--- config.mk ---
export PLATFORM = sky130hd
export DESIGN_NAME = mul8_seq_ctrl_flat
export DESIGN_NICKNAME = d
export VERILOG_FILES = /design/src/rtl/mul8_seq_ctrl_pkg.sv /design/src/rtl/mul8_seq_ctrl_if.sv /design/src/rtl/mul8_seq_ctrl_pp_mul4.sv /design/src/rtl/mul8_seq_ctrl.sv /design/src/flat_wrapper.sv
export SDC_FILE = /design/constraint.sdc
export NUM_CORES = 1
export LEC_CHECK = 0
export CORE_AREA = 2 2 84 86
export DETAILED_ROUTE_END_ITERATION = 12
export DIE_AREA = 0 0 86 88
export GPL_TIMING_DRIVEN = 0
export PLACE_DENSITY = 0.75
export SYNTH_ARGS = -nofsm -noshare
export SYNTH_HDL_FRONTEND = slang
export SYNTH_SLANG_ARGS = --single-unit
--- constraint.sdc ---
create_clock -name clk -period 5.6 [get_ports clk]
set_input_delay 0.84 -clock clk [delete_from_list [all_inputs] [get_ports clk]]
set_output_delay 0.84 -clock clk [all_outputs]
set_load 0.02 [all_outputs]
--- src/rtl/mul8_seq_ctrl_pkg.sv ---
// Shared types and widths for the sequential 8x8 multiplier controller.
package mul_seq_pkg;

  localparam int OP_W   = 8;
  localparam int NIB_W  = 4;
  localparam int PROD_W = 16;
  localparam int STEP_W = 2;

  typedef enum logic [1:0] {
    ST_IDLE = 2'd0,
    ST_CALC = 2'd1,
    ST_DONE = 2'd2
  } state_e;

  // Two's-complement magnitude; -128 maps to 0x80, read as unsigned 128.
  function automatic logic [OP_W-1:0] abs_op(input logic [OP_W-1:0] v);
    return v[OP_W-1] ? (~v + 1'b1) : v;
  endfunction

endpackage

--- src/rtl/mul8_seq_ctrl_if.sv ---
// Operand/result handshake bundle; master = producer/consumer side, slave = controller.
interface mul8_seq_ctrl_if;
  import mul_seq_pkg::*;

  logic [OP_W-1:0]   in_a;
  logic [OP_W-1:0]   in_b;
  logic              in_valid;
  logic              in_ready;
  logic [PROD_W-1:0] out_product;
  logic              out_valid;
  logic              out_ready;

  modport master (
    output in_a, in_b, in_valid, out_ready,
    input  in_ready, out_product, out_valid
  );

  modport slave (
    input  in_a, in_b, in_valid, out_ready,
    output in_ready, out_product, out_valid
  );

endinterface

--- src/rtl/mul8_seq_ctrl_pp_mul4.sv ---
// Purely combinational 4x4 unsigned array multiplier (shift-and-add rows).
module pp_mul4
  import mul_seq_pkg::*;
(
  input  logic [NIB_W-1:0]   a_i,
  input  logic [NIB_W-1:0]   b_i,
  output logic [2*NIB_W-1:0] p_o
);

  always_comb begin
    // NOTE: every always_comb output gets a default first so no latch is inferred.
    p_o = '0;
    for (int i = 0; i < NIB_W; i++) begin
      if (b_i[i]) p_o = p_o + ({{NIB_W{1'b0}}, a_i} << i);
    end
  end

endmodule

--- src/rtl/mul8_seq_ctrl.sv ---
// 8x8 multiplier sequencing one 4x4 array through four nibble partial products.
// Define MUL_SEQ_SIGNED_EN for two's-complement operands and result.
module mul8_seq_ctrl
  import mul_seq_pkg::*;
#(
  parameter bit ZERO_SKIP = 1'b1
) (
  input  logic            clk,
  input  logic            rst,
  mul8_seq_ctrl_if.slave  bus,
  output logic            busy
);

  state_e              state_q, state_d;
  logic [STEP_W-1:0]   step_q, step_d;
  logic [PROD_W-1:0]   acc_q, acc_d;
  logic [OP_W-1:0]     a_q, a_d, b_q, b_d;
`ifdef MUL_SEQ_SIGNED_EN
  logic                sign_q, sign_d;
`endif

  logic [NIB_W-1:0]    nib_a, nib_b;
  logic [2*NIB_W-1:0]  pp;
  logic [1:0]          nib_pos;
  logic [PROD_W-1:0]   pp_shifted, acc_sum;
  logic                zero_op;

  // step[0] selects the high nibble of a, step[1] the high nibble of b.
  assign nib_a      = step_q[0] ? a_q[OP_W-1:NIB_W] : a_q[NIB_W-1:0];
  assign nib_b      = step_q[1] ? b_q[OP_W-1:NIB_W] : b_q[NIB_W-1:0];
  assign nib_pos    = {1'b0, step_q[0]} + {1'b0, step_q[1]};
  assign pp_shifted = PROD_W'(pp) << {nib_pos, 2'b00};
  assign acc_sum    = acc_q + pp_shifted;
  assign zero_op    = (a_q == '0) || (b_q == '0);

  pp_mul4 u_pp_mul4 (
    .a_i (nib_a),
    .b_i (nib_b),
    .p_o (pp)
  );

  always_comb begin
    state_d = state_q;
    step_d  = step_q;
    acc_d   = acc_q;
    a_d     = a_q;
    b_d     = b_q;
`ifdef MUL_SEQ_SIGNED_EN
    sign_d  = sign_q;
`endif
    case (state_q)
      ST_IDLE: begin
        if (bus.in_valid) begin
`ifdef MUL_SEQ_SIGNED_EN
          a_d    = abs_op(bus.in_a);
          b_d    = abs_op(bus.in_b);
          sign_d = bus.in_a[OP_W-1] ^ bus.in_b[OP_W-1];
`else
          a_d    = bus.in_a;
          b_d    = bus.in_b;
`endif
          acc_d   = '0;
          step_d  = '0;
          state_d = ST_CALC;
        end
      end
      ST_CALC: begin
        if (ZERO_SKIP && zero_op) begin
          acc_d   = '0;
          state_d = ST_DONE;
        end else begin
          acc_d  = acc_sum;
          step_d = step_q + 2'd1;
          if (step_q == 2'd3) begin
            state_d = ST_DONE;
`ifdef MUL_SEQ_SIGNED_EN
            if (sign_q) acc_d = -acc_sum;
`endif
          end
        end
      end
      ST_DONE: begin
        if (bus.out_ready) state_d = ST_IDLE;
      end
      default: state_d = ST_IDLE;
    endcase
  end

  always_ff @(posedge clk) begin
    // NOTE: sequential state uses non-blocking assignments so all registers update together.
    if (rst) begin
      state_q <= ST_IDLE;
      step_q  <= '0;
      acc_q   <= '0;
      a_q     <= '0;
      b_q     <= '0;
`ifdef MUL_SEQ_SIGNED_EN
      sign_q  <= 1'b0;
`endif
    end else begin
      state_q <= state_d;
      step_q  <= step_d;
      acc_q   <= acc_d;
      a_q     <= a_d;
      b_q     <= b_d;
`ifdef MUL_SEQ_SIGNED_EN
      sign_q  <= sign_d;
`endif
    end
  end

  assign bus.in_ready    = (state_q == ST_IDLE);
  assign bus.out_valid   = (state_q == ST_DONE);
  assign bus.out_product = acc_q;
  assign busy            = (state_q != ST_IDLE);

endmodule

--- src/flat_wrapper.sv ---
// flat-port wrapper written by rule: the top's interface ports become plain ports
module mul8_seq_ctrl_flat import mul_seq_pkg::*;
#(
  parameter bit ZERO_SKIP = 1'b1
)
  (clk, rst, busy, bus_in_a, bus_in_b, bus_in_valid, bus_out_ready, bus_in_ready, bus_out_product, bus_out_valid);
  mul8_seq_ctrl_if bus_i ();
  input  logic clk;
  input  logic rst;
  output logic busy;
  input wire logic [$bits(bus_i.in_a)-1:0] bus_in_a;
  input wire logic [$bits(bus_i.in_b)-1:0] bus_in_b;
  input wire logic [$bits(bus_i.in_valid)-1:0] bus_in_valid;
  input wire logic [$bits(bus_i.out_ready)-1:0] bus_out_ready;
  output wire logic [$bits(bus_i.in_ready)-1:0] bus_in_ready;
  output wire logic [$bits(bus_i.out_product)-1:0] bus_out_product;
  output wire logic [$bits(bus_i.out_valid)-1:0] bus_out_valid;
  assign bus_i.in_a = bus_in_a;
  assign bus_i.in_b = bus_in_b;
  assign bus_i.in_valid = bus_in_valid;
  assign bus_i.out_ready = bus_out_ready;
  assign bus_in_ready = bus_i.in_ready;
  assign bus_out_product = bus_i.out_product;
  assign bus_out_valid = bus_i.out_valid;
  mul8_seq_ctrl #(.ZERO_SKIP(ZERO_SKIP)) u_core (.clk(clk), .rst(rst), .bus(bus_i), .busy(busy));
endmodule
# --- Word level (Yosys, flattened, before mapping) ---
# Index checks and enable logic that the tools add are counted.
totals:
  reg_bits: 36
  latch_bits: 0
  ram_bits: 0
  romBits: 0
  in_bits: 20
  out_inout_bits: 19
  wordCells: 46
  n_memories: 0
op_classes:
  n_addsub: 6
  mul: 0
  div: 0
  order_cmp: 0
  n_eq_ne: 7
  shifts: 1
  n_mux: 17
  bitwise: 0
  reduce_logical: 10
op_table:
  columns: ["op", "count"]
  rows:
  - ["$mux W16", 2]
  - ["$pmux W16 S2", 1]
  - ["$mux W8", 3]
  - ["$add A16 B16 Y16", 1]
  - ["$logic_not A8 Y1", 2]
  - ["$shl A8 B4 Y16", 1]
  - ["$mux W2", 6]
  - ["$mux W4", 3]
  - ["$add A8 B5 Y8", 1]
  - ["$add A8 B6 Y8", 1]
  - ["$add A8 B7 Y8", 1]
  - ["$ne A2 B2 Y1 const B", 3]
  - ["$pmux W2 S3", 1]
  - ["$reduce_and A3 Y1", 2]
  - ["$eq A2 B2 Y1 const B", 2]
  - ["$pmux W2 S2", 1]
  - ["$reduce_and A2 Y1", 2]
  - ["$reduce_bool A2 Y1", 2]
  - ["$ne A3 B1 Y1 const B", 1]
  - ["$add A1 B1 Y2", 1]
  - ["$add A2 B1 Y2 const B", 1]
  - ["$eq A2 B1 Y1 const B", 1]
  - ["$logic_not A2 Y1", 1]
  - ["$logic_or A1 B1 Y1", 1]

# --- Depth between registers and ports, before layout ---
# Gate-level depths: netlist of run 1.
logic_depth:
  ltp_word: 12
  ltp_mapped: 31
  mapped_depth_nobuf: 30

# --- Modules after synthesis ---
# From an unflattened synthesis of run 1, not the netlist that was laid out.
hier_totals:
  cells_unflattened: 338
  area_unflattened_um2: 2829.0
modules_own_cells:
  columns: ["module", "instances", "cells_each", "area_each_um2", "seq_area_each_um2"]
  rows:
  - ["mul8_seq_ctrl", 1, 269, 2265.9, 720.7]
  - ["pp_mul4", 1, 69, 563.0, 0.0]

# --- Least setup slack after synthesis of run 1 ---
# No wires, ideal clock.
synth_path:
  path_type: "register to register"
  from: "register u_core.step_q[0]"
  to: "register u_core.acc_q[15] (netlist: u_core.bus.out_product[15])"
  setup_ns: 0.123
  arrival_ns: 5.785
  required_time_ns: 5.477
  setup_slack_ns: -0.308
  path_stages_with_launch: 30
  n_path_buf: 1
  synth_period_minus_slack_ns: 5.908
  cell_sequence: "dfxtp_1 > buf_6 > mux2i_1 > nor2_1 > ha_1 > ha_1 > a21o_1 > a21oi_1 > nor2_1 > xnor2_1 > ha_1 > nor3_1 > mux2i_1 > and2_1 > xnor2_1 > ha_1 > or2_2 > a311oi_2 > nor4_2 > o31a_1 > ha_1 > and3_1 > a21oi_1 > o21ai_0 > o41ai_1 > o21a_1 > o21ai_0 > xor2_1 > a21oi_1 > o22ai_1"
synth_between:
  elab_chain_len: 12
  elab_cells_between_ends: 13
  cone_classes: "5 x add/sub; 1 x shift; 7 x mux"
synth_lines:
  columns: ["element", "line", "text"]
  rows:
  - ["start, declared", "mul8_seq_ctrl.sv:15", "logic [STEP_W-1:0] step_q, step_d;"]
  - ["start signal, assigned", "mul8_seq_ctrl.sv:102", "step_q <= step_d;"]
  - ["$mux W4", "mul8_seq_ctrl.sv:29", "assign nib_a = step_q[0] ? a_q[OP_W-1:NIB_W] : a_q[NIB_W-1:0];"]
  - ["$mux W4", "mul8_seq_ctrl_pp_mul4.sv:14", "if (b_i[i]) p_o = p_o + ({{NIB_W{1'b0}}, a_i} << i);"]
  - ["$add A8 B5 Y8", "mul8_seq_ctrl_pp_mul4.sv:14", null]
  - ["$mux W8", "mul8_seq_ctrl_pp_mul4.sv:14", null]
  - ["$add A8 B6 Y8", "mul8_seq_ctrl_pp_mul4.sv:14", null]
  - ["$mux W8", "mul8_seq_ctrl_pp_mul4.sv:14", null]
  - ["$add A8 B7 Y8", "mul8_seq_ctrl_pp_mul4.sv:14", null]
  - ["$mux W8", "mul8_seq_ctrl_pp_mul4.sv:14", null]
  - ["$shl A8 B4 Y16 (*)", "mul8_seq_ctrl.sv:32", "assign pp_shifted = PROD_W'(pp) << {nib_pos, 2'b00};"]
  - ["$add A16 B16 Y16 (*)", "mul8_seq_ctrl.sv:33", "assign acc_sum = acc_q + pp_shifted;"]
  - ["$mux W16 (*)", "mul8_seq_ctrl.sv:68", "if (ZERO_SKIP && zero_op) begin"]
  - ["$pmux W16 S2 (*)", "mul8_seq_ctrl.sv:51", "case (state_q)"]
  - ["end signal, assigned", "mul8_seq_ctrl.sv:94", "acc_q <= '0;"]
  - ["end signal, assigned", "mul8_seq_ctrl.sv:103", "acc_q <= acc_d;"]
  - ["end, declared", "mul8_seq_ctrl.sv:16", "logic [PROD_W-1:0] acc_q, acc_d;"]
# Every way passes the cells marked *; elsewhere a longest branch is shown, timed or not.
# A chain may end at the register's enable or synchronous reset.

# --- Worst setup path in the final report of run 1 ---
layout_path:
  from: "register u_core.step_q[0]"
  to: "register u_core.acc_q[11] (netlist: u_core.bus.out_product[11])"
# Same word-level chain as after synthesis.

==> flow_summary.json, run 1 <==
{
  "regArea_um2": 721.9,
  "min_period_ps": 5596,
  "timing.critical_path.slowest_stage_cell": "dfxtp_2",
  "ctsLongestPathBuffers": 2,
  "fp.dieArea_mm2": 0.007568,
  "stdcell_count": 526,
  "endpoint_kind": "register",
  "finalSetupTns_ps": 0,
  "cts_tree": "built",
  "placed_cells": 487,
  "path_max_fanout": 6,
  "routed_wl_um": 8160,
  "detail_route.wl_per_cell_um": 15.51,
  "cts.sinks": 36,
  "placed_area_mm2": 0.003457,
  "slew-limit-headroom": 0.3010,
  "dr.pass1.iters": 5,
  "setup_viol": 0,
  "synth.avg_cell_area_um2": 7.967,
  "start_kind": "register",
  "syn_inst": 370,
  "multi_input_area_mm2": 0.002431,
  "grt-ovfl-total": 0,
  "cts_buffers": 5,
  "cts_hold_buf": 0,
  "ant_nets": 0,
  "drcViolationCount": 0,
  "nets": 492,
  "synth_fp_nets": 417,
  "ys.flop_type": "dfxtp_1",
  "finClkSkew_ps": 9.621,
  "mostFrequentLayoutCells": "52 x nand2_1, 37 x nor2_1, 37 x clkdlybuf4s50_1, 35 x dfxtp_1",
  "path_clk_slew_ps": 80,
  "antenna_found_initial": 0,
  "arrival_ps": 5770,
  "cp_common_cell": "buf_4",
  "ctsRootBufferMaster": "clkbuf_8",
  "viasPerCell": 5.789,
  "required_ps": 5770,
  "h-tree-depth": 2,
  "synthArstFlopShare": 0,
  "ir_drop_v": 0.0001358,
  "core_mm2": 0.006644,
  "critPathKind": "register to register",
  "slew_viol_final": 0,
  "vias": 3045,
  "ys_types": 56,
  "grt_pass1_vias": 2958,
  "status": "complete, no violations",
  "synthesis.yosys.warnings": 0,
  "drive_above_1_share": 0.2309,
  "fmax_mhz": 178.7,
  "synth_seq_cells": 36,
  "fillers": 541,
  "worstSkewPairLatency_ps": 290,
  "track_usage": 0.2147,
  "grt_max_degree": 12,
  "gp_congestion": 0.8828,
  "final_common_cell": "nand2_1",
  "final_core_util": 0.6147,
  "cpPeakStageDelay_ps": 350,
  "hold_viol": 0,
  "place_hpwl_um": 5739,
  "n_antenna_cell": 0,
  "worst_pin_slew_ps": 1019,
  "synth_edf_count": 0,
  "fin_area_mm2": 0.004084,
  "numPortBuffers": 37,
  "hp-class": "register to register",
  "die_x_um": 86,
  "grt_pass1_wl_um": 13310,
  "fin_crit_sh": 0.9993,
  "rsz0062_at_grt": "true",
  "row_count": 30,
  "start_util": 0.4437,
  "synth_seq_area_share": 0.2445,
  "p_leak_nw": 1.681,
  "r2r_slack_ps": 4,
  "die_h_um": 88,
  "num_io_pins": 39,
  "cap_violations": 0,
  "area_growth_pct": 38.54,
  "drtIter0Drc": 181,
  "synth_area_mm2": 0.002948,
  "p_per_area_mw_per_mm2": 167.8
}
[report_power, final]
part	internal, mW	total, mW	switching, mW
Combinational	0.0962	0.216	0.120
Sequential	0.268	0.281	0.0127
Clock	0.0891	0.188	0.0993
Total	0.453	0.685	0.232
[synth_stat cells, types with 7 or more instances]
library cell,n,share of area
mux2i_1,10,0.034
o21ai_0,12,0.020
nor3_1,13,0.022
inv_1,7,0.0089
a22oi_1,14,0.036
ha_1,26,0.11
a21oi_1,37,0.063
nor2_1,39,0.050
clkbuf_1,12,0.015
xnor2_1,14,0.042
dfxtp_1,36,0.24
nand2_1,53,0.067
[state kept, by name (all words and copies together), names as in the netlist]
signal	count
u_core.state_q	2
u_core.step_q	2
u_core.bus.out_product	16
u_core.b_q	8
u_core.a_q	8
[timing repair]
action,CTS,global route
pin swaps,15,32
setup endpoints to repair,6,6
buffers inserted,21,12
gates resized for setup,27,36
[critical path, delay by kind of cell (launching register included)]
kind	cells	cell delay, ps
AOI/OAI and AO/OA	10	1930
buffers and inverters	8	990
adders and majority gates	3	760
muxes	2	580
and+or+nand+nor	5	520
DFF	1	350
xor gates and xnor gates	3	330
[final timing paths]
check / end / depth (start not counted) / from
worst max register to register: u_core.bus.out_product[11] / 31 / u_core.step_q[0]
worst min register to register: u_core.a_q[0] / 2 / u_core.a_q[0]
worst max-delay path: u_core.bus.out_product[11] / 31 / u_core.step_q[0]
worst min-delay path: u_core.a_q[0] / 2 / u_core.a_q[0]
[metal layers]
metal | share of wire | vias up | GRT usage
li1 | - | 1501 | -
met2 | 0.50 | 82 | 0.3855
met4 | 0.016 | 0 | 0.06638
met5 | 0 | - | 0
met1 | 0.44 | 1444 | 0.2584
met3 | 0.040 | 18 | 0.04241
[area by class of cell]
| cell class | instances | area share |
|---|---|---|
| Clock inverter | 1 | 0.002145 |
| Inverter | 9 | 0.01287 |
| Multi-Input combinational cell | 309 | 0.5953 |
| Timing Repair Buffer | 70 | 0.1523 |
| Buffer | 14 | 0.01746 |
| Sequential cell | 36 | 0.1768 |
| Clock buffer | 7 | 0.01869 |
| Tap cell | 80 | 0.02451 |
[through the flow]
step / total power [mW] / setup slack, ps / hold slack, ps
3_5_place_dp: 0.4642 / -541.9 / 459.9
5_1_grt: 0.7211 / -232.1 / 511.1
2_1_floorplan: 0.4098 / 28.77 / 440.8
3_3_place_gp: 0.4584 / -436.4 / 455.2
4_1_cts: 0.6667 / 5.549 / 470.7
6_report: 0.6851 / 4.096 / 470.3
[cell families after synthesis]
family / share of synthesized area
multiplexers: 0.07555
AO/OA/AOI/OAI: 0.2615
adder cells (fa/ha/maj): 0.1171
AND/OR/NAND/NOR: 0.1982
XOR/XNOR: 0.05645
flip-flops: 0.2445
buffers and inverters: 0.04669
No activity file was read; power rests on OpenSTA's default activity.
==> run 2: changes to the inputs <==
Settings changed: CORE_AREA 2 2 84 86 to 2 2 81 90, DIE_AREA 0 0 86 88 to 0 0 83 92, PLACE_DENSITY 0.75 to 0.74.
==> run 2 against run 1 <==
Compared with the run above: the run now ends with setup timing left; combinational power is 3% higher; critical path depth fell by 1; die area is 0.90% higher; core utilization shrank 1.3 points; critical path type unchanged.
==> flow_summary.json, run 2 (synthesis gave the netlist of run 1 again) <==
{
  "n_antenna_cell": 0,
  "hp-start": "u_core.a_q[0]",
  "detail_route.wl_per_cell_um": 15.71,
  "p_per_area_mw_per_mm2": 170.9,
  "place_hpwl_um": 5518,
  "whs_path_depth": 2,
  "gp_congestion": 0.9090,
  "cts_buffers": 5,
  "ir_drop_v": 0.0001127,
  "finalPower_mw": 0.7044,
  "p_leak_nw": 1.721,
  "h-tree-depth": 2,
  "rsz0062_at_grt": "true",
  "area_growth_pct": 39.86,
  "min_period_ps": 5608,
  "largest_reg_flops": 16,
  "arrival_ps": 5790,
  "fp.dieArea_mm2": 0.007636,
  "grt_pass1_vias": 2953,
  "required_ps": 5780,
  "row_count": 32,
  "drtIter0Drc": 187,
  "drive_above_1_share": 0.2383,
  "cts_hold_buf": 0,
  "drcViolationCount": 0,
  "r2r_slack_ps": -8,
  "start_util": 0.4306,
  "grt_max_degree": 13,
  "slew-limit-headroom": 0.3207,
  "placed_area_mm2": 0.003463,
  "track_usage": 0.2084,
  "cap_violations": 0,
  "start_kind": "register",
  "fmax_mhz": 178.3,
  "die_x_um": 83,
  "worst_pin_slew_ps": 990.7,
  "fin_area_mm2": 0.004123,
  "grt-ovfl-total": 0,
  "cpPeakStageDelay_ps": 340,
  "viasPerCell": 5.672,
  "status": "finished with violations",
  "core_mm2": 0.006847,
  "r2r-end": "u_core.bus.out_product[15]",
  "finalSetupTns_ps": -8.065,
  "rr_startpoint": "u_core.step_q[1]",
  "critPathKind": "register to register",
  "r2r_cells": 30,
  "grt_pass1_wl_um": 13230,
  "mostFrequentLayoutCells": "51 x nand2_1, 37 x clkdlybuf4s50_1, 35 x nor2_1, 35 x buf_4, 34 x dfxtp_1",
  "die_h_um": 92,
  "endpoint_kind": "register",
  "setup_viol": 1,
  "worstSkewPairLatency_ps": 300,
  "timing.critical_path.slowest_stage_cell": "dfxtp_2",
  "antenna_found_initial": 0,
  "numPortBuffers": 37,
  "final_common_cell": "nand2_1",
  "path_clk_slew_ps": 70,
  "ctsRootBufferMaster": "clkbuf_8",
  "fin_hold_ws_ps": 481.5,
  "num_io_pins": 39,
  "hp-class": "register to register",
  "ctsLongestPathBuffers": 2,
  "fin_ws_ps": -8.065,
  "finClkSkew_ps": 10.31,
  "dr.pass1.iters": 4,
  "slew_viol_final": 0,
  "failed_checks": "setup timing",
  "routed_wl_um": 8387,
  "cts_tree": "built",
  "path_max_fanout": 5,
  "hold_path_end": "u_core.a_q[0]",
  "ant_nets": 0,
  "hold_viol": 0,
  "fin_crit_sh": 1.001,
  "nets": 495,
  "cts.sinks": 36,
  "vias": 3029
}
-- run 2: changes by cell type in the layout (fill, tap and decap cells not counted), moves of 2 or more --
cell and delta:
nor2_1 -2, nor2_2 +2, buf_4 +3, clkbuf_1 -2
-- run 2: per-layer routing --
layer  track usage  vias up  wire length [um]
met1        0.2461     1436              3568
met5             0        -                 0
met4       0.06967        0               182
met2        0.3810       60              4391
met3       0.03420       17               244
li1              -     1516                 -
-- run 2: metrics by stage --
stage,cells,setup WS (ps),utilization
2_1_floorplan,370,28.77,-
3_3_place_gp,492,-449.7,0.5058
3_5_place_dp,492,-609.9,0.5058
4_1_cts,523,-21.73,0.5687
5_1_grt,534,-273.6,0.6022
6_report,534,-8.065,0.6022
-- run 2: how the worst max path moves through the flow --
stage / start / to / slack (ps) / cells past startpoint
6_report: u_core.step_q[1] / u_core.bus.out_product[15] / -8 / 30
3_5_place_dp: u_core.step_q[1] / u_core.bus.out_product[15] / -610 / 29
3_3_place_gp: u_core.step_q[1] / u_core.bus.out_product[15] / -450 / 29
4_1_cts: u_core.step_q[1] / u_core.bus.out_product[15] / -20 / 29
2_1_floorplan: u_core.step_q[0] / u_core.bus.out_product[15] / 30 / 28
5_1_grt: u_core.step_q[0] / u_core.bus.out_product[15] / -270 / 30
-- run 2: final cells by class --
type / instances / area [um^2]
Tap cell: 85 / 106.4
Inverter: 9 / 52.55
Buffer: 15 / 96.34
Fill cell: 569 / 2724
Timing Repair Buffer: 72 / 633.1
Clock inverter: 2 / 13.76
Multi-Input combinational cell: 309 / 2415
Clock buffer: 6 / 82.58
Sequential cell: 36 / 723.2
-- run 2: power breakdown --
group	leakage, nW	switching [mW]	internal [mW]	total, mW
registers	0.294	0.0129	0.268	0.281
clock network	0.0516	0.101	0.101	0.202
logic	1.38	0.121	0.101	0.222
total	1.72	0.235	0.469	0.704
-- run 2: critical path, delay by kind of cell, from the launching register on --
family	cells	cell delay, ps
DFF	1	340
and+or+nand+nor	7	1020
AOI/OAI and AO/OA	11	2100
xor gates and xnor gates	4	510
muxes	2	450
adders and majority gates	4	830
buffers and inverters	2	280
-- run 2: timing repair --
| action | CTS | global route |
|---|---|---|
| pin swaps | 21 | 19 |
| setup endpoints to repair | 6 | 6 |
| buffers inserted | 24 | 11 |
| gates resized for setup | 34 | 28 |
